`config.mk`:
```
export PLATFORM = sky130hd
export DESIGN_NAME = control_sequencer_flat
export DESIGN_NICKNAME = d
export VERILOG_FILES = /design/src/rtl/ctrl_pkg.sv /design/src/rtl/control_sequencer_if.sv /design/src/rtl/control_sequencer.sv /design/src/flat_wrapper.sv
export SDC_FILE = /design/constraint.sdc
export NUM_CORES = 1
export LEC_CHECK = 0
export CELL_PAD_IN_SITES_DETAIL_PLACEMENT = 1
export CELL_PAD_IN_SITES_GLOBAL_PLACEMENT = 1
export CORE_ASPECT_RATIO = 1.75
export CORE_UTILIZATION = 30
export DETAILED_ROUTE_END_ITERATION = 10
export PLACE_DENSITY_LB_ADDON = 0.1
export SLEW_MARGIN = 20
export SYNTH_ARGS = -nofsm -noshare
export SYNTH_HDL_FRONTEND = slang
export SYNTH_SLANG_ARGS = --single-unit
```
`constraint.sdc`:
```
create_clock -name clk -period 1.6 [get_ports clk]
set_input_delay 0.16 -clock clk [delete_from_list [all_inputs] [get_ports clk]]
set_output_delay 0.16 -clock clk [all_outputs]
set_load 0.03 [all_outputs]
```
`src/rtl/ctrl_pkg.sv`:
```
// rtl/ctrl_pkg.sv - shared opcodes, FSM state type and instruction field positions
//
// Purpose : definitions shared by the control sequencer and its interface.
// Ports   : none (package).
package ctrl_pkg;

  // Opcode values, instr[15:12]
  localparam logic [3:0] OPC_NOP        = 4'h0;
  localparam logic [3:0] OPC_MOV        = 4'h1;
  localparam logic [3:0] OPC_ADD        = 4'h2;
  localparam logic [3:0] OPC_SUB        = 4'h3;
  localparam logic [3:0] OPC_AND        = 4'h4;
  localparam logic [3:0] OPC_OR         = 4'h5;
  localparam logic [3:0] OPC_XOR        = 4'h6;
  localparam logic [3:0] OPC_LDI        = 4'h7;
  localparam logic [3:0] OPC_JMP        = 4'h8;
  localparam logic [3:0] OPC_JZ_DEFAULT = 4'h9;
  localparam logic [3:0] OPC_HALT       = 4'hF;

  typedef enum logic [2:0] {
    ST_FETCH,
    ST_DECODE,
    ST_EXEC,
    ST_WB,
    ST_HALT
  } state_t;

  // Instruction field positions
  localparam int OPC_MSB  = 15;
  localparam int OPC_LSB  = 12;
  localparam int DEST_MSB = 11;
  localparam int DEST_LSB = 8;
  localparam int SRCA_MSB = 7;
  localparam int SRCA_LSB = 4;
  localparam int SRCB_MSB = 3;
  localparam int SRCB_LSB = 0;
  localparam int IMM_MSB  = 7;
  localparam int IMM_LSB  = 0;

endpackage

```
`src/rtl/control_sequencer_if.sv`:
```
// rtl/control_sequencer_if.sv - instruction memory fetch bus
//
// Purpose : groups the instruction fetch handshake.
// Signals : imem_req   - fetch request (sequencer -> memory)
//           imem_addr  - fetch address, PC_WIDTH bits (sequencer -> memory)
//           imem_ack   - instruction valid this cycle (memory -> sequencer)
//           instr      - 16-bit instruction word (memory -> sequencer)
interface control_sequencer_if #(
  parameter int PC_WIDTH = 8
) ();

  logic                imem_req;
  logic [PC_WIDTH-1:0] imem_addr;
  logic                imem_ack;
  logic [15:0]         instr;

  modport master (
    output imem_req,
    output imem_addr,
    input  imem_ack,
    input  instr
  );

  modport slave (
    input  imem_req,
    input  imem_addr,
    output imem_ack,
    output instr
  );

endinterface

```
`src/rtl/control_sequencer.sv`:
```
// rtl/control_sequencer.sv - fetch/decode/execute/writeback control sequencer
//
// Purpose : multi-cycle FSM that fetches 16-bit instructions, drives register
//           file / ALU selects, sequences the PC (jumps, conditional jumps,
//           wrap-around increment) and stops in HALT until reset.
// Optional: SINGLE_STEP_EN - adds the step input; each fetch waits for a step
//           pulse seen since FETCH was entered.
// Ports   : clk, reset       - clock, synchronous active-high reset
//           imem             - fetch bus (master side)
//           step             - single-step pulse (SINGLE_STEP_EN only)
//           zero             - ALU zero flag, used by JZ in EXEC
//           dest_sel, src_a_sel, src_b_sel, alu_op, imm, imm_sel
//                            - decoded controls, held from DECODE to next DECODE
//           wr_en            - register write strobe, high only in WB
//           halted           - high in HALT
module control_sequencer
  import ctrl_pkg::*;
#(
  parameter int         PC_WIDTH = 8,
  parameter logic [3:0] OPC_JZ   = OPC_JZ_DEFAULT
) (
  input  logic                  clk,
  input  logic                  reset,
  control_sequencer_if.master   imem,
`ifdef SINGLE_STEP_EN
  input  logic                  step,
`endif
  input  logic                  zero,
  output logic [3:0]            dest_sel,
  output logic [3:0]            src_a_sel,
  output logic [3:0]            src_b_sel,
  output logic [3:0]            alu_op,
  output logic [7:0]            imm,
  output logic                  imm_sel,
  output logic                  wr_en,
  output logic                  halted
);

  state_t              state, state_nxt;
  logic [PC_WIDTH-1:0] pc, pc_nxt, pc_inc, pc_imm;
  logic [15:0]         ir;
  logic [3:0]          opcode;
  logic                fetch_ok;
  logic                req;
  logic                accept;

  assign opcode = ir[OPC_MSB:OPC_LSB];
  assign pc_inc = pc + PC_WIDTH'(1);
  assign pc_imm = PC_WIDTH'(ir[IMM_MSB:IMM_LSB]);
  assign accept = req && imem.imem_ack;

`ifdef SINGLE_STEP_EN
  // Cleared whenever we are away from FETCH, so only a step seen after
  // FETCH entry can release the next request.
  logic step_seen;
  always_ff @(posedge clk) begin
    if (reset) begin
      step_seen <= 1'b0;
    end else if (state != ST_FETCH) begin
      step_seen <= 1'b0;
    end else if (step) begin
      step_seen <= 1'b1;
    end
  end
  assign fetch_ok = step_seen;
`else
  assign fetch_ok = 1'b1;
`endif

  always_ff @(posedge clk) begin
    if (reset) begin
      state <= ST_FETCH;
    end else begin
      state <= state_nxt;
    end
  end

  always_comb begin
    state_nxt = state;
    pc_nxt    = pc;
    req       = 1'b0;
    wr_en     = 1'b0;
    halted    = 1'b0;
    case (state)
      ST_FETCH: begin
        req = fetch_ok;
        if (req && imem.imem_ack) state_nxt = ST_DECODE;
      end
      ST_DECODE: state_nxt = ST_EXEC;
      ST_EXEC: begin
        // JZ is tested first because its opcode is a parameter.
        if (opcode == OPC_JZ) begin
          pc_nxt    = zero ? pc_imm : pc_inc;
          state_nxt = ST_FETCH;
        end else begin
          case (opcode)
            OPC_MOV, OPC_ADD, OPC_SUB, OPC_AND,
            OPC_OR, OPC_XOR, OPC_LDI: state_nxt = ST_WB;
            OPC_JMP: begin
              pc_nxt    = pc_imm;
              state_nxt = ST_FETCH;
            end
            OPC_HALT: state_nxt = ST_HALT;
            default: begin
              // NOP and the unassigned opcodes
              pc_nxt    = pc_inc;
              state_nxt = ST_FETCH;
            end
          endcase
        end
      end
      ST_WB: begin
        wr_en     = 1'b1;
        pc_nxt    = pc_inc;
        state_nxt = ST_FETCH;
      end
      ST_HALT: halted = 1'b1;
      default: state_nxt = ST_FETCH;
    endcase
  end

  // Decoded fields are captured on the same edge that loads IR, so they are
  // valid from the DECODE cycle and hold until the next accepted fetch.
  always_ff @(posedge clk) begin
    if (reset) begin
      pc        <= '0;
      ir        <= '0;
      dest_sel  <= '0;
      src_a_sel <= '0;
      src_b_sel <= '0;
      alu_op    <= '0;
      imm       <= '0;
      imm_sel   <= 1'b0;
    end else begin
      pc <= pc_nxt;
      if (accept) begin
        ir        <= imem.instr;
        dest_sel  <= imem.instr[DEST_MSB:DEST_LSB];
        src_a_sel <= imem.instr[SRCA_MSB:SRCA_LSB];
        src_b_sel <= imem.instr[SRCB_MSB:SRCB_LSB];
        alu_op    <= imem.instr[OPC_MSB:OPC_LSB];
        imm       <= imem.instr[IMM_MSB:IMM_LSB];
        imm_sel   <= (imem.instr[OPC_MSB:OPC_LSB] == OPC_LDI);
      end
    end
  end

  assign imem.imem_req  = req;
  assign imem.imem_addr = pc;

endmodule
```
`src/flat_wrapper.sv`:
```
// flat-port wrapper written by rule: the top's interface ports become plain ports
module control_sequencer_flat import ctrl_pkg::*;
#(
  parameter int         PC_WIDTH = 8,
  parameter logic [3:0] OPC_JZ   = OPC_JZ_DEFAULT
)
  (clk, reset, zero, dest_sel, src_a_sel, src_b_sel, alu_op, imm, imm_sel, wr_en, halted, imem_imem_req, imem_imem_addr, imem_imem_ack, imem_instr);
  control_sequencer_if #(.PC_WIDTH(PC_WIDTH)) imem_i ();
  input  logic clk;
  input  logic reset;
  input  logic zero;
  output logic [3:0] dest_sel;
  output logic [3:0] src_a_sel;
  output logic [3:0] src_b_sel;
  output logic [3:0] alu_op;
  output logic [7:0] imm;
  output logic imm_sel;
  output logic wr_en;
  output logic halted;
  output wire logic [$bits(imem_i.imem_req)-1:0] imem_imem_req;
  output wire logic [$bits(imem_i.imem_addr)-1:0] imem_imem_addr;
  input wire logic [$bits(imem_i.imem_ack)-1:0] imem_imem_ack;
  input wire logic [$bits(imem_i.instr)-1:0] imem_instr;
  assign imem_imem_req = imem_i.imem_req;
  assign imem_imem_addr = imem_i.imem_addr;
  assign imem_i.imem_ack = imem_imem_ack;
  assign imem_i.instr = imem_instr;
  control_sequencer #(.PC_WIDTH(PC_WIDTH), .OPC_JZ(OPC_JZ)) u_core (.clk(clk), .reset(reset), .imem(imem_i), .zero(zero), .dest_sel(dest_sel), .src_a_sel(src_a_sel), .src_b_sel(src_b_sel), .alu_op(alu_op), .imm(imm), .imm_sel(imm_sel), .wr_en(wr_en), .halted(halted));
endmodule
```
; ---- Word level (Yosys, flattened, before mapping)
; Cells that the tools add are included.
[op_classes]
n_addsub = 1
eq_ne = 17
n_mux = 11
n_bitwise = 1
n_reduce_logical = 7
[ops]
columns = operator, count
row1 = $pmux 8 s2, 2
row2 = $eq 4x3->1 const B, 5
row3 = $mux 8, 2
row4 = $eq 4x4->1 const B, 3
row5 = $pmux 3 s4, 1
row6 = $add 8x1->8 const B, 1
row7 = $eq 4x2->1 const B, 2
row8 = $reduce_or 8->1, 1
row9 = $reduce_or 7->1, 1
row10 = $eq 3x2->1 const B, 2
row11 = $mux 3, 2
row12 = $pmux 3 s2, 1
row13 = $eq 4x1->1 const B, 1
row14 = $reduce_and 2->1, 2
row15 = $eq 3x1->1 const B, 1
row16 = $eq 3x3->1 const B, 1
row17 = $logic_not 3->1, 1
row18 = $mux 1, 3
row19 = $ne 3x2->1 const B, 1
row20 = $ne 2x2->1 const B, 1
row21 = $reduce_bool 2->1, 1
row22 = $logic_and 1x1->1, 1
row23 = $not 1->1, 1
[word_totals]
register_bits = 52
in_bits = 20
out_inout_bits = 36
word_cells = 46

; ---- Depth between registers and ports, before layout
; Gate-level depths: netlist (run 1).
[logic_depth]
word_depth = 5
mapped_depth = 6
mapped_depth_nobuf = 5

; ---- Worst setup path before layout (run 1)
; Ideal clock, no wire load.
[synth_timing]
path_type = register to register
startpoint = register u_core.state[0]
endpoint = register u_core.ir[14]
t_arrival_ps = 1827
path_slack_ps = -359
stages_incl_launch_ff = 6
path_buffers = 1
period_less_slack_ps = 1959
path_cell_list = dfxtp_1 -> nor3_1 -> nand2_1 -> clkbuf_1 -> nand2_1 -> a21oi_1
[synth_via]
elab_chain_len = 3
[synth_rtl]
columns = element, line_no
row1 = start: declaration, control_sequencer.sv:39  ; state_t state, state_nxt;
row2 = start signal: assignment, control_sequencer.sv:74  ; state <= state_nxt;
row3 = $logic_not 3->1, control_sequencer.sv:84  ; case (state)
row4 = $mux 1, control_sequencer.sv:84
row5 = via imem_imem_req, flat_wrapper.sv:20  ; output wire logic [$bits(imem_i.imem_req)-1:0] imem_imem_req;
row6 = $logic_and 1x1->1, control_sequencer.sv:50  ; assign accept = req && imem.imem_ack;
row7 = end signal: assignment, control_sequencer.sv:137  ; ir <= imem.instr;
row8 = end: declaration, control_sequencer.sv:41  ; logic [15:0] ir;
; The timed path passes the listed nets, and every way through them passes these cells.
; A chain may end at the register's enable or synchronous reset.

==> reports/results.tsv, run 1 <==
stage	metric	value	unit
synth	synth_top_area_frac	0.4095	
floorplanning	placementRows	32	
timing	setup_viol	0	
floorplanning	initial_core_util	0.3108	
grt	antenna_found_initial	0	
detailed_routing	via_per_inst	5.085	
place	port_buffers	55	
synth	synth_edf_count	0	
setup_path	arrival	1.39	ns
detailed_routing	vias	1383	
grt	grt_max_degree	20	
synth	synth.most_common_cell	nand2_1	
cells_and_area	nets	243	
clock_network	root_buffer	clkbuf_8	
cells_and_area	finalInstanceArea	2051	sq um
grt	grt_usage	0.1691	
detailed_routing	first_pass_iters	3	
synth	synth_area	1369	sq um
setup_path	end_kind	primary output	
synth	synth_cells	170	
clock_network	cts_tree	done	
place	place_hpwl	3.013	mm
clock_network	numCtsBuffers	3	
timing	relSlewSlack	0.6625	
flow_run	maxCapViolations	0	
floorplanning	fp.dieW	53.06	um
setup_path	critPathLaunchType	flop	
clock_network	path_clk_slew	0.09	ns
detailed_routing	wl_per_cell	14.14	um
synth	yosysWarnings	0	
setup_path	path_buf_inv	1	
power_and_ir_drop	powerDensity	790.1	nW/um^2
synth	async_reset_ff_frac	0	
power_and_ir_drop	total_power	0.001620	W
floorplanning	die_area	4847	sq um
grt	grt_pass1_wl	6.154	mm
setup_path	slowest_stage	clkdlybuf4s50_1	
setup_path	critPathMaxFanout	6	
synth	ys_top_cells_by_area	dfxtp_1 (41%), nand2_1 (9.9%), a21oi_1 (9.1%), buf_4 (5.5%), mux2i_1 (4.4%)	
timing	maxSlewViolCount	0	
cells_and_area	drive_above_1_share	0.1131	
floorplanning	io_pins	56	
timing	final.period_utilization	0.9709	
synth	yosysTopAreaCell	dfxtp_1	
place	gp_congestion	0.7183	
run_status	outcome	finished clean	
synth	synthesis.nets	191	
floorplanning	dieHeight	91.36	um
synth	synth-main-ff-cell	dfxtp_1	
detailed_routing	ant_nets	0	
synth	ys_seq_area_frac	0.4095	
place	placed_cells	268	
synth	ys_ff_latch	28	
clock_network	post_cts_buffers	0	
setup_path	cp_slowest_stage_delay	0.70	ns
timing	tns	0	ns
setup_path	critPathRequiredTime	1.44	ns
timing	tightest_slew	0.4999	ns
clock_network	cts_sinks	28	
clock_network	cts_buffer_depth	2	
grt	grt_pass1_vias	1401	
worst_hold_path	min_path_type	primary input to flop	
timing	finalHoldViolCount	0	
synth	syn_avg_cell_area	8.052	sq um
setup_path	crit_type	flop to primary output	
synth	synth_common_cells	nand2_1 (36), dfxtp_1 (28), a21oi_1 (25)	
synth	synth_cell_types	34	
floorplanning	design.core.area	4404	sq um
power_and_ir_drop	p_leak	0.8205	nW
timing	max_freq	643.7	MHz
cells_and_area	diodes	0	
power_and_ir_drop	vdd_drop_max	0.5217	mV
detailed_routing	drt_wl_total	3.847	mm
place	place_area	1978	sq um
detailed_routing	drcViolationCount	0	
timing	fin_skew	0.002849	ns
grt	grt-ovfl-total	0	
cells_and_area	area_growth	49.82	%
cells_and_area	final_cells	272	
timing	period_minus_slack	1.553	ns
clock_network	clk_latency	0.27	ns
setup_path	crit_family	buffers and inverters	
setup_path	cp_cell_sequence	clkdlybuf4s50_1	
clock_network	cts.htree.levels	1	
detailed_routing	dr.first_iter.drc_count	3	
timing repair:
action,in CTS,in global routing
setup endpoints to repair,5,7
hold buffers,0,0
gates resized for setup,6,6
cell usage in the layout (no fill, tap or decap), types with 3 or more instances in the layout:
| cell type | n |
|---|---|
| nor2_1 | 5 |
| buf_4 | 7 |
| dfxtp_2 | 3 |
| dlygate4sd2_1 | 5 |
| dlymetal6s2s_1 | 3 |
| inv_1 | 11 |
| a21oi_1 | 25 |
| nand2_1 | 36 |
| clkdlybuf4s50_1 | 47 |
| or3_1 | 3 |
| clkbuf_8 | 4 |
| mux2i_1 | 6 |
| o32ai_1 | 6 |
| dfxtp_1 | 25 |
worst min-delay path, cell delays in order:
cell and delay, ns:
clkdlybuf4s50_1 0.40, nand2_1 0.05, a21oi_1 0.05
area by class of cell:
cell class / count / area, sq um
fill: 550 / 2354
multi-input combinational: 114 / 681.9
timing repair buffer: 64 / 644.4
sequential: 28 / 564.3
tap: 51 / 63.81
clock buffer: 4 / 55.05
inverter: 11 / 41.29
per-layer routing:
layer	global-route usage	routed length (um)
met1	0.1780	1497
met3	0.01675	140
met2	0.3196	2143
met5	0	0
met4	0.06579	64
metrics by stage:
step | hold WS, ns | util | worst slack [ns]
after global routing | 0.4343 | 0.4656 | -0.005996
after CTS | 0.4169 | 0.4605 | 0.03181
after detailed placement | 0.4509 | 0.4491 | 0.03536
final | 0.4235 | 0.4656 | 0.04660
after floorplan | 0.2885 | - | 0.05051
after global placement | 0.4437 | 0.4491 | 0.08666
report_power, final:
part	internal, W	total [W]	leakage (nW)	switching (W)
Sequential	0.000732	0.000774	0.230	0.0000418
Clock	0.000221	0.000440	0.0288	0.000219
Combinational	0.000187	0.000406	0.562	0.000219
Total	0.00114	0.00162	0.821	0.000480
flip-flops by register name, indices dropped and copies added (netlist names):
| register | cells |
|---|---|
| u_core.ir | 15 |
| u_core.imem.imem_addr | 8 |
| u_core.state | 3 |
| u_core.alu_op | 1 |
| u_core.imm_sel | 1 |
path summary, 6_finish.rpt:
kind | from | to | slack, ns | cells past startpoint
setup / recovery | u_core.ir[12] | alu_op[0] | 0.05 | 1
hold / removal | imem_instr[9] | u_core.ir[9] | 0.42 | 3
setup reg to reg | u_core.state[2] | u_core.imem.imem_addr[5] | 0.09 | 5
hold reg to reg | u_core.ir[10] | u_core.ir[10] | 0.47 | 2
cell families after synthesis:
| group | Yosys count | synth area share |
|---|---|---|
| buf+inv | 28 | 0.1106 |
| mux | 7 | 0.05210 |
| simple gates | 67 | 0.2313 |
| flops | 28 | 0.4095 |
| compound gates | 39 | 0.1874 |
| fa+ha+maj | 1 | 0.009139 |
No activity file was read; power rests on OpenSTA's default activity.
==> inputs of run 2 (changes only) <==
Settings changed: GPL_TIMING_DRIVEN set to 0.
==> reports/results.tsv, run 2 (same netlist as run 1, synthesis figures left out) <==
stage	metric	value	unit	change
run_status	outcome	finished clean		
setup_path	cp_slowest_stage_delay	0.70	ns	about the same
place	gp_congestion	0.7779		+8.3%
grt	antenna_found_initial	0		unchanged
cells_and_area	drive_above_1_share	0.1278		+0.01463
clock_network	numCtsBuffers	3		unchanged
setup_path	critPathRequiredTime	1.44	ns	about the same
detailed_routing	vias	1395		+0.87%
clock_network	cts_buffer_depth	2		unchanged
place	place_ws	-0.1367	ns	-0.1721 ns
setup_path	crit_family	buffers and inverters		
timing	relSlewSlack	0.6370		-0.02551
clock_network	cts.htree.levels	1		unchanged
timing	setup_viol	0		unchanged
detailed_routing	first_pass_iters	4		+1
detailed_routing	dr.first_iter.drc_count	22		+19
floorplanning	design.core.area	4404	sq um	unchanged
grt	met3_usage	0.01843		+0.001675
cells_and_area	diodes	0		unchanged
place	port_buffers	55		unchanged
setup_path	crit_type	flop to primary output		
detailed_routing	wl_per_cell	13.59	um	-3.9%
timing	max_freq	647.9	MHz	+0.65%
timing	maxSlewViolCount	0		unchanged
timing	setup_slack	0.05656	ns	+0.009962 ns
cells_and_area	largest_reg_flops	15		unchanged
detailed_routing	drcViolationCount	0		unchanged
place	placed_cells	276		+3.0%
clock_network	ctsHoldBuffers	0		unchanged
floorplanning	initial_core_util	0.3108		unchanged
timing	period_minus_slack	1.543	ns	-0.009962 ns
place	place_hpwl	3.083	mm	+2.3%
detailed_routing	via_per_inst	5.018		-1.3%
worst_hold_path	min_path_type	primary input to flop		
power_and_ir_drop	vdd_drop_max	0.4928	mV	-5.5%
detailed_routing	drt_wl_total	3.778	mm	-1.8%
setup_path	end_kind	primary output		
flow_run	maxCapViolations	0		unchanged
place	place_area	1996	sq um	+0.89%
clock_network	path_clk_slew	0.09	ns	about the same
grt	met2_usage	0.3080		-0.01160
power_and_ir_drop	p_leak	0.8466	nW	+3.2%
floorplanning	placementRows	32		unchanged
cells_and_area	largest-register	u_core.ir		
cells_and_area	final_common_cell	clkdlybuf4s50_1		
floorplanning	fp.dieW	53.06	um	unchanged
power_and_ir_drop	powerDensity	756.9	nW/um^2	-4.2%
setup_path	slowest_stage	clkdlybuf4s50_1		
cells_and_area	area_growth	49.82	%	unchanged
clock_network	cts_tree	done		
grt	grt_pass1_wl	6.292	mm	+2.2%
timing	fin_skew	0.003566	ns	+0.0007172 ns
setup_path	arrival	1.38	ns	about the same
setup_path	path_buf_inv	1		unchanged
grt	grt_busiest_layer	met2		
floorplanning	io_pins	56		unchanged
setup_path	cp_cell_sequence	clkdlybuf4s50_1		
grt	grt_pass1_vias	1404		+0.21%
timing	rsz0062_at_grt	false		
cells_and_area	nets	250		+2.9%
grt	grt_usage	0.1692		about the same
cells_and_area	finalInstanceArea	2051	sq um	unchanged
grt	grt-ovfl-total	0		unchanged
clock_network	clk_latency	0.27	ns	about the same
detailed_routing	ant_nets	0		unchanged
floorplanning	dieHeight	91.36	um	unchanged
floorplanning	die_area	4847	sq um	unchanged
cells_and_area	final_cell_mix	clkdlybuf4s50_1 (41), nand2_1 (36), a21oi_1 (25)		
grt	use_met1	0.1957		+0.01769
setup_path	critPathLaunchType	flop		
timing	finalHoldViolCount	0		unchanged
cells_and_area	final_cells	278		+2.2%
grt	grt_max_degree	15		-25%
clock_network	root_buffer	clkbuf_8		
setup_path	critPathMaxFanout	5		-1
clock_network	cts_sinks	28		unchanged
timing	final.period_utilization	0.9646		-0.006226
timing	tightest_slew	0.5377	ns	+0.03779 ns
run 2: cell count changes in the layout (fill, tap and decap cells not counted), sizes merged:
cell | before | now
clkdlybuf4s50 | 47 | 41
dlygate4sd2 | 5 | 10
buf | 9 | 12
clkbuf | 4 | 7
clkdlybuf4s15 | 0 | 1
run 2: layer usage:
layer,wire (um),vias up
li1,-,691
met1,1523,665
met2,2084,35
met3,140,4
met4,29,0
met5,0,-
run 2: final timing paths:
| path | slack [ns] | endpoint | from | cells after the start |
|---|---|---|---|---|
| worst max register to register | 0.10 | u_core.imem.imem_addr[0] | u_core.alu_op[3] | 5 |
| worst max-delay path | 0.06 | imem_imem_addr[2] | u_core.imem.imem_addr[2] | 1 |
| worst min-delay path | 0.43 | u_core.ir[8] | imem_instr[8] | 3 |
| worst min register to register | 0.46 | u_core.ir[10] | u_core.ir[10] | 2 |
run 2: final cells by class:
type / count / area [sq um]
plain buffers: 16 / 110.1
clock buffers: 3 / 41.29
fillers: 542 / 2354
inverters: 11 / 41.29
multi-input cells: 114 / 681.9
flip-flops and latches: 28 / 566.8
well taps: 51 / 63.81
repair buffers: 55 / 545.5
run 2: what timing repair did:
action,4_1_cts,5_1_grt
setup endpoints to repair,13,18
setup buffers,0,0
gates resized for setup,13,9
run 2: power breakdown:
part | internal, W | leakage (nW) | total, W | switching [W]
clock network | 0.000169 | 0.0216 | 0.000380 | 0.000211
logic | 0.000181 | 0.594 | 0.000398 | 0.000218
registers | 0.000733 | 0.231 | 0.000774 | 0.0000413
run 2: through the flow:
stage	hold slack, ns	total power (W)	setup TNS, ns	util
after floorplan	0.2885	0.001017	0	-
final	0.4252	0.001552	0	0.4656
after CTS	0.4304	0.001568	0	0.4599
after global routing	0.4377	0.001626	0	0.4656
after global placement	0.4441	0.001191	-2.449	0.4531
after detailed placement	0.4554	0.001201	-2.261	0.4531
==> inputs of run 3 (changes only) <==
Settings changed: ABC_AREA set to 1.
==> reports/results.tsv, run 3 <==
stage	metric	value	unit	change
floorplanning	placementRows	33		+3.1%
cells_and_area	area_growth	46.86	%	
setup_path	critPathLaunchType	flop		
place	place_hpwl	3.438	mm	+12%
timing	final.period_utilization	0.9694		+0.004702
setup_path	cp_slowest_stage_delay	0.70	ns	about the same
detailed_routing	via_per_inst	4.699		-6.3%
clock_network	cts_tree	done		
synth	synth_top_area_frac	0.3749		-0.03461
clock_network	cts_sinks	28		unchanged
clock_network	root_buffer	clkbuf_8		
synth	ys_seq_area_frac	0.3749		-0.03461
synth	ys_ff_latch	28		unchanged
timing	period_minus_slack	1.551	ns	+0.007523 ns
timing	finalHoldViolCount	0		unchanged
setup_path	critPathMaxFanout	4		-1
clock_network	clk_latency	0.28	ns	about the same
clock_network	post_cts_buffers	0		unchanged
floorplanning	fp.dieW	55.37	um	+4.3%
synth	synth_common_cells	nand2_1 (53), nor2_1 (45), dfxtp_1 (28)		
run_status	outcome	finished clean		
synth	synth.most_common_cell	nand2_1		
detailed_routing	dr.first_iter.drc_count	33		+50%
floorplanning	io_pins	56		unchanged
setup_path	slowest_stage	clkdlybuf4s50_1		
place	port_buffers	55		unchanged
synth	yosysTopAreaCell	dfxtp_1		
grt	grt_pass1_vias	1636		+17%
power_and_ir_drop	total_power	0.002216	W	+43%
timing	maxSlewViolCount	0		unchanged
timing	setup_viol	0		unchanged
floorplanning	die_area	5281	sq um	+9.0%
power_and_ir_drop	powerDensity	1009	nW/um^2	+33%
synth	ys_top_cells_by_area	dfxtp_1 (37%), nand2_1 (13%), nor2_1 (11%), inv_1 (6.8%), o21ai_0 (5.4%)		
setup_path	crit_type	flop to primary output		
synth	synth-main-ff-cell	dfxtp_1		
flow_run	maxCapViolations	0		unchanged
clock_network	path_clk_slew	0.11	ns	+0.02 ns
grt	grt_max_degree	17		+2
detailed_routing	drt_wl_total	4.354	mm	+15%
floorplanning	initial_core_util	0.3149		+0.004093
grt	grt_pass1_wl	7.189	mm	+14%
place	place_ws	-0.2209	ns	-0.08418 ns
cells_and_area	diodes	0		unchanged
grt	antenna_found_initial	0		unchanged
timing	rsz0062_at_grt	false		
cells_and_area	finalInstanceArea	2196	sq um	+7.1%
cells_and_area	fillers	623		+15%
setup_path	end_kind	primary output		
timing	fin_skew	0.006633	ns	+0.003067 ns
clock_network	numCtsBuffers	3		unchanged
cells_and_area	multi_input_area	726.9	sq um	+6.6%
cells_and_area	largest_reg_flops	15		unchanged
synth	yosysWarnings	0		unchanged
worst_hold_path	min_path_type	primary input to flop		
timing	relSlewSlack	0.7322		+0.09519
detailed_routing	vias	1579		+13%
cells_and_area	seq_area	563.0	sq um	-0.66%
power_and_ir_drop	vdd_drop_max	0.5534	mV	+12%
detailed_routing	drcViolationCount	0		unchanged
cells_and_area	nets	306		+22%
floorplanning	dieHeight	95.39	um	+4.4%
synth	synthesis.nets	246		+29%
timing	setup_slack	0.04904	ns	-0.007523 ns
clock_network	cts.htree.levels	1		unchanged
power_and_ir_drop	p_leak	1.107	nW	+31%
setup_path	critPathRequiredTime	1.44	ns	about the same
grt	grt_usage	0.1724		+0.003224
clock_network	cts_buffer_depth	2		unchanged
place	gp_congestion	0.7289		-6.3%
clock_network	ctsHoldBuffers	0		unchanged
timing	max_freq	644.8	MHz	-0.49%
synth	synth_area	1495	sq um	+9.2%
place	place_area	2111	sq um	+5.8%
synth	synth_edf_count	0		unchanged
cells_and_area	largest-register	u_core.ir		
setup_path	crit_family	buffers and inverters		
cells_and_area	final_common_cell	nand2_1		
synth	synth_cells	225		+32%
timing	tightest_slew	0.4005	ns	-0.1372 ns
grt	grt-ovfl-total	0		unchanged
floorplanning	design.core.area	4748	sq um	+7.8%
clock_network	post_cts_resized	11		-2
setup_path	cp_cell_sequence	clkdlybuf4s50_1		
detailed_routing	first_pass_iters	3		-1
synth	syn_avg_cell_area	6.645	sq um	-17%
cells_and_area	final_cell_mix	nand2_1 (53), nor2_1 (44), clkdlybuf4s50_1 (38)		
setup_path	arrival	1.39	ns	about the same
synth	async_reset_ff_frac	0		unchanged
detailed_routing	ant_nets	0		unchanged
detailed_routing	wl_per_cell	12.96	um	-4.6%
synth	synth_cell_types	23		-32%
cells_and_area	drive_above_1_share	0.1127		-0.01508
setup_path	path_buf_inv	1		unchanged
## run 3: cell types whose count changed after synthesis, moves of 3 or more
cell      previous run  this run
nand3_2              0         3
clkbuf_1             5         2
nor2_1               6        45
a21oi_1             25        15
nand2_1             36        53
mux2i_1              6         0
nor3_1               3         0
o32ai_1              6         0
inv_1               11        27
nand3_1              2         6
or3_1                3         0
o21ai_0              0        16
## run 3: final timing paths
path         cells after the start  slack [ns]                      from                       end
max                              1        0.05              u_core.ir[6]                    imm[6]
min                              3        0.45             imem_instr[1]              u_core.ir[1]
max reg2reg                      7        0.23  u_core.imem.imem_addr[1]  u_core.imem.imem_addr[4]
min reg2reg                      2        0.48            u_core.imm_sel            u_core.imm_sel
## run 3: cell type report
class / count / share of cell area
clock inverters: 1 / 0.01368
clock buffers: 3 / 0.01880
well taps: 52 / 0.02963
inverters: 28 / 0.04786
flip-flops and latches: 28 / 0.2564
multi-input cells: 155 / 0.3311
plain buffers: 14 / 0.04843
repair buffers: 55 / 0.2541
## run 3: per-stage QoR
stage	cells	setup TNS [ns]	util	hold WS, ns
floorplan	225	0	-	0.2224
global placement	332	-2.035	0.4445	0.4611
detailed placement	332	-2.007	0.4445	0.4710
CTS	336	0	0.4572	0.4443
global route	336	0	0.4625	0.4497
finish	336	0	0.4625	0.4490
## run 3: cells by family after synthesis
| family | Yosys count | synth area share |
|---|---|---|
| simple gates | 117 | 0.3439 |
| buf+inv | 42 | 0.1406 |
| fa+ha+maj | 1 | 0.008367 |
| compound gates | 35 | 0.1205 |
| flops | 28 | 0.3749 |
| xor+xnor | 2 | 0.01172 |
## run 3: layer usage
metal,vias up,wire [um],global-route usage
li1,807,-,-
met1,734,1730,0.1736
met2,34,2437,0.3504
met3,4,122,0.01764
met4,0,64,0.07292
met5,-,0,0
## run 3: power breakdown
part / internal, W / switching, W
Sequential: 0.000773 / 0.0000762
Combinational: 0.000323 / 0.000463
Clock: 0.000336 / 0.000245
==> RTL edit, RTL diff (flow settings as in run 3) <==
Encoding of `state_t`: now one-hot (5 bits for 5 states).
--- a/src/rtl/ctrl_pkg.sv
+++ b/src/rtl/ctrl_pkg.sv
@@ -17,12 +17,12 @@
   localparam logic [3:0] OPC_JZ_DEFAULT = 4'h9;
   localparam logic [3:0] OPC_HALT       = 4'hF;
 
-  typedef enum logic [2:0] {
-    ST_FETCH,
-    ST_DECODE,
-    ST_EXEC,
-    ST_WB,
-    ST_HALT
+  typedef enum logic [4:0] {
+    ST_FETCH  = 5'b00001,
+    ST_DECODE = 5'b00010,
+    ST_EXEC   = 5'b00100,
+    ST_WB     = 5'b01000,
+    ST_HALT   = 5'b10000
   } state_t;
 
   // Instruction field positions
Function: no difference found for any inputs over 10 cycles, from zero or initial values and one cycle with reset high; not proved beyond that.
==> RTL edit against run 3 <==
  * The run now ends with DRC left
  * Critical path depth is the same
  * Count of clock-buffer cells in the layout is 2 higher
  * Wire length increased by 1.3%
  * Setup slack got worse by 0.80 ps
  * Power fell by 2.3%
  * Design area grew 5.1%
  * Largest cell class unchanged
  * Area after synthesis increased by 6.4%
  * Sequential cell count increased by 2
  * Critical path type unchanged
  * Highest routed layer unchanged
==> RTL edit: results (changes against run 3) <==
Status = finished, violations left
Violated checks = DRC
Seq pwr share = 39.1% (+0.8 points)
Via count = 1,625 (+2.9%)
Setup WS pre-CTS = -165 ps (+55.5 ps)
Worst hold start = reset
GR Util All Layers = 17.1% (-0.17 points)
Post-synthesis sequential area ratio = 37.7% (+0.25 points)
Number of nets in the layout = 307 (+0.33%)
Met3 Usage GRT = 3.05% (+1.3 points)
Combinational power share = 26.2% (-9.3 points)
CP max FO = 5 (+1)
Port Buffers = 54 (-1.8%)
Yosys cell types = 26 (+13%)
Share of cells above drive strength 1 = 15.3% (+4.1 points)
Hpwl dp = 3.48 mm (+1.2%)
DRT Pass-1 Iters = 7 (+4)
CTS H-tree lvls = 2 (+1)
Syn Inst Count = 224 (-0.44%)
# DRC = 6 (+6)
Post-route non-filler standard cell count = 341 (+1.5%)
Commonest cells post-synth = nor2_1 (49), nand2_1 (39), dfxtp_1 (30), inv_1 (20), nand3_1 (20)
CTS clk-pin slew, worst paths = 70 ps (-40 ps)
Worst Skew = 4.19 ps (-2.45 ps)
Sw Share = 31.0% (-4.4 points)
RTL edit: per-stage QoR:
step	area (um^2)	total power, mW
2_1_floorplan	1590	1.21
3_3_place_gp	2200	1.44
3_5_place_dp	2200	1.45
4_1_cts	2310	2.20
5_1_grt	2310	2.28
6_report	2310	2.16
RTL edit: worst register-to-register path, delay by kind of cell, from the launching register on:
family | cells | cell delay [ps]
AO/OA/AOI/OAI | 2 | 170
buffers and inverters | 3 | 300
AND/OR/NAND/NOR | 3 | 420
flip-flops | 1 | 370
RTL edit: per-layer routing:
layer	routed length, um	vias to the layer above
met5	0	-
met4	71	0
met3	142	6
met2	2400	37
met1	1800	759
li1	-	823
RTL edit: path summary, 6_finish.rpt:
kind                            endpoint  cells past startpoint
max                    imem_imem_addr[0]                      1
min           u_core.ir[14]$_SDFFE_PP0P_                      2
max reg2reg   u_core.ir[12]$_SDFFE_PP0P_                      8
min reg2reg  u_core.imm_sel$_SDFFE_PP0P_                      2
RTL edit: layout make-up:
| class | count | area share, % |
|---|---|---|
| Sequential cell | 30 | 26.0 |
| Tap cell | 54 | 2.93 |
| Inverter | 22 | 3.58 |
| Buffer | 15 | 5.09 |
| Clock buffer | 5 | 2.98 |
| Timing Repair Buffer | 55 | 23.2 |
| Clock inverter | 3 | 1.73 |
| Multi-Input combinational cell | 157 | 34.5 |
RTL edit: timing repair:
item,CTS,global route
resized for setup,14,10
setup buffers,1,0
endpoints found under the setup margin,9,7
RTL edit: logic make-up (layout without fill, tap and decap cells):
| kind of cell | after synthesis | after routing | share of synthesized area, % |
|---|---|---|---|
| simple gates | 129 | 129 | 38.8 |
| buf+inv | 37 | 100 | 12.6 |
| flops | 30 | 30 | 37.7 |
| compound gates | 24 | 24 | 8.49 |
| xor+xnor | 3 | 3 | 1.65 |
| fa+ha+maj | 1 | 1 | 0.786 |
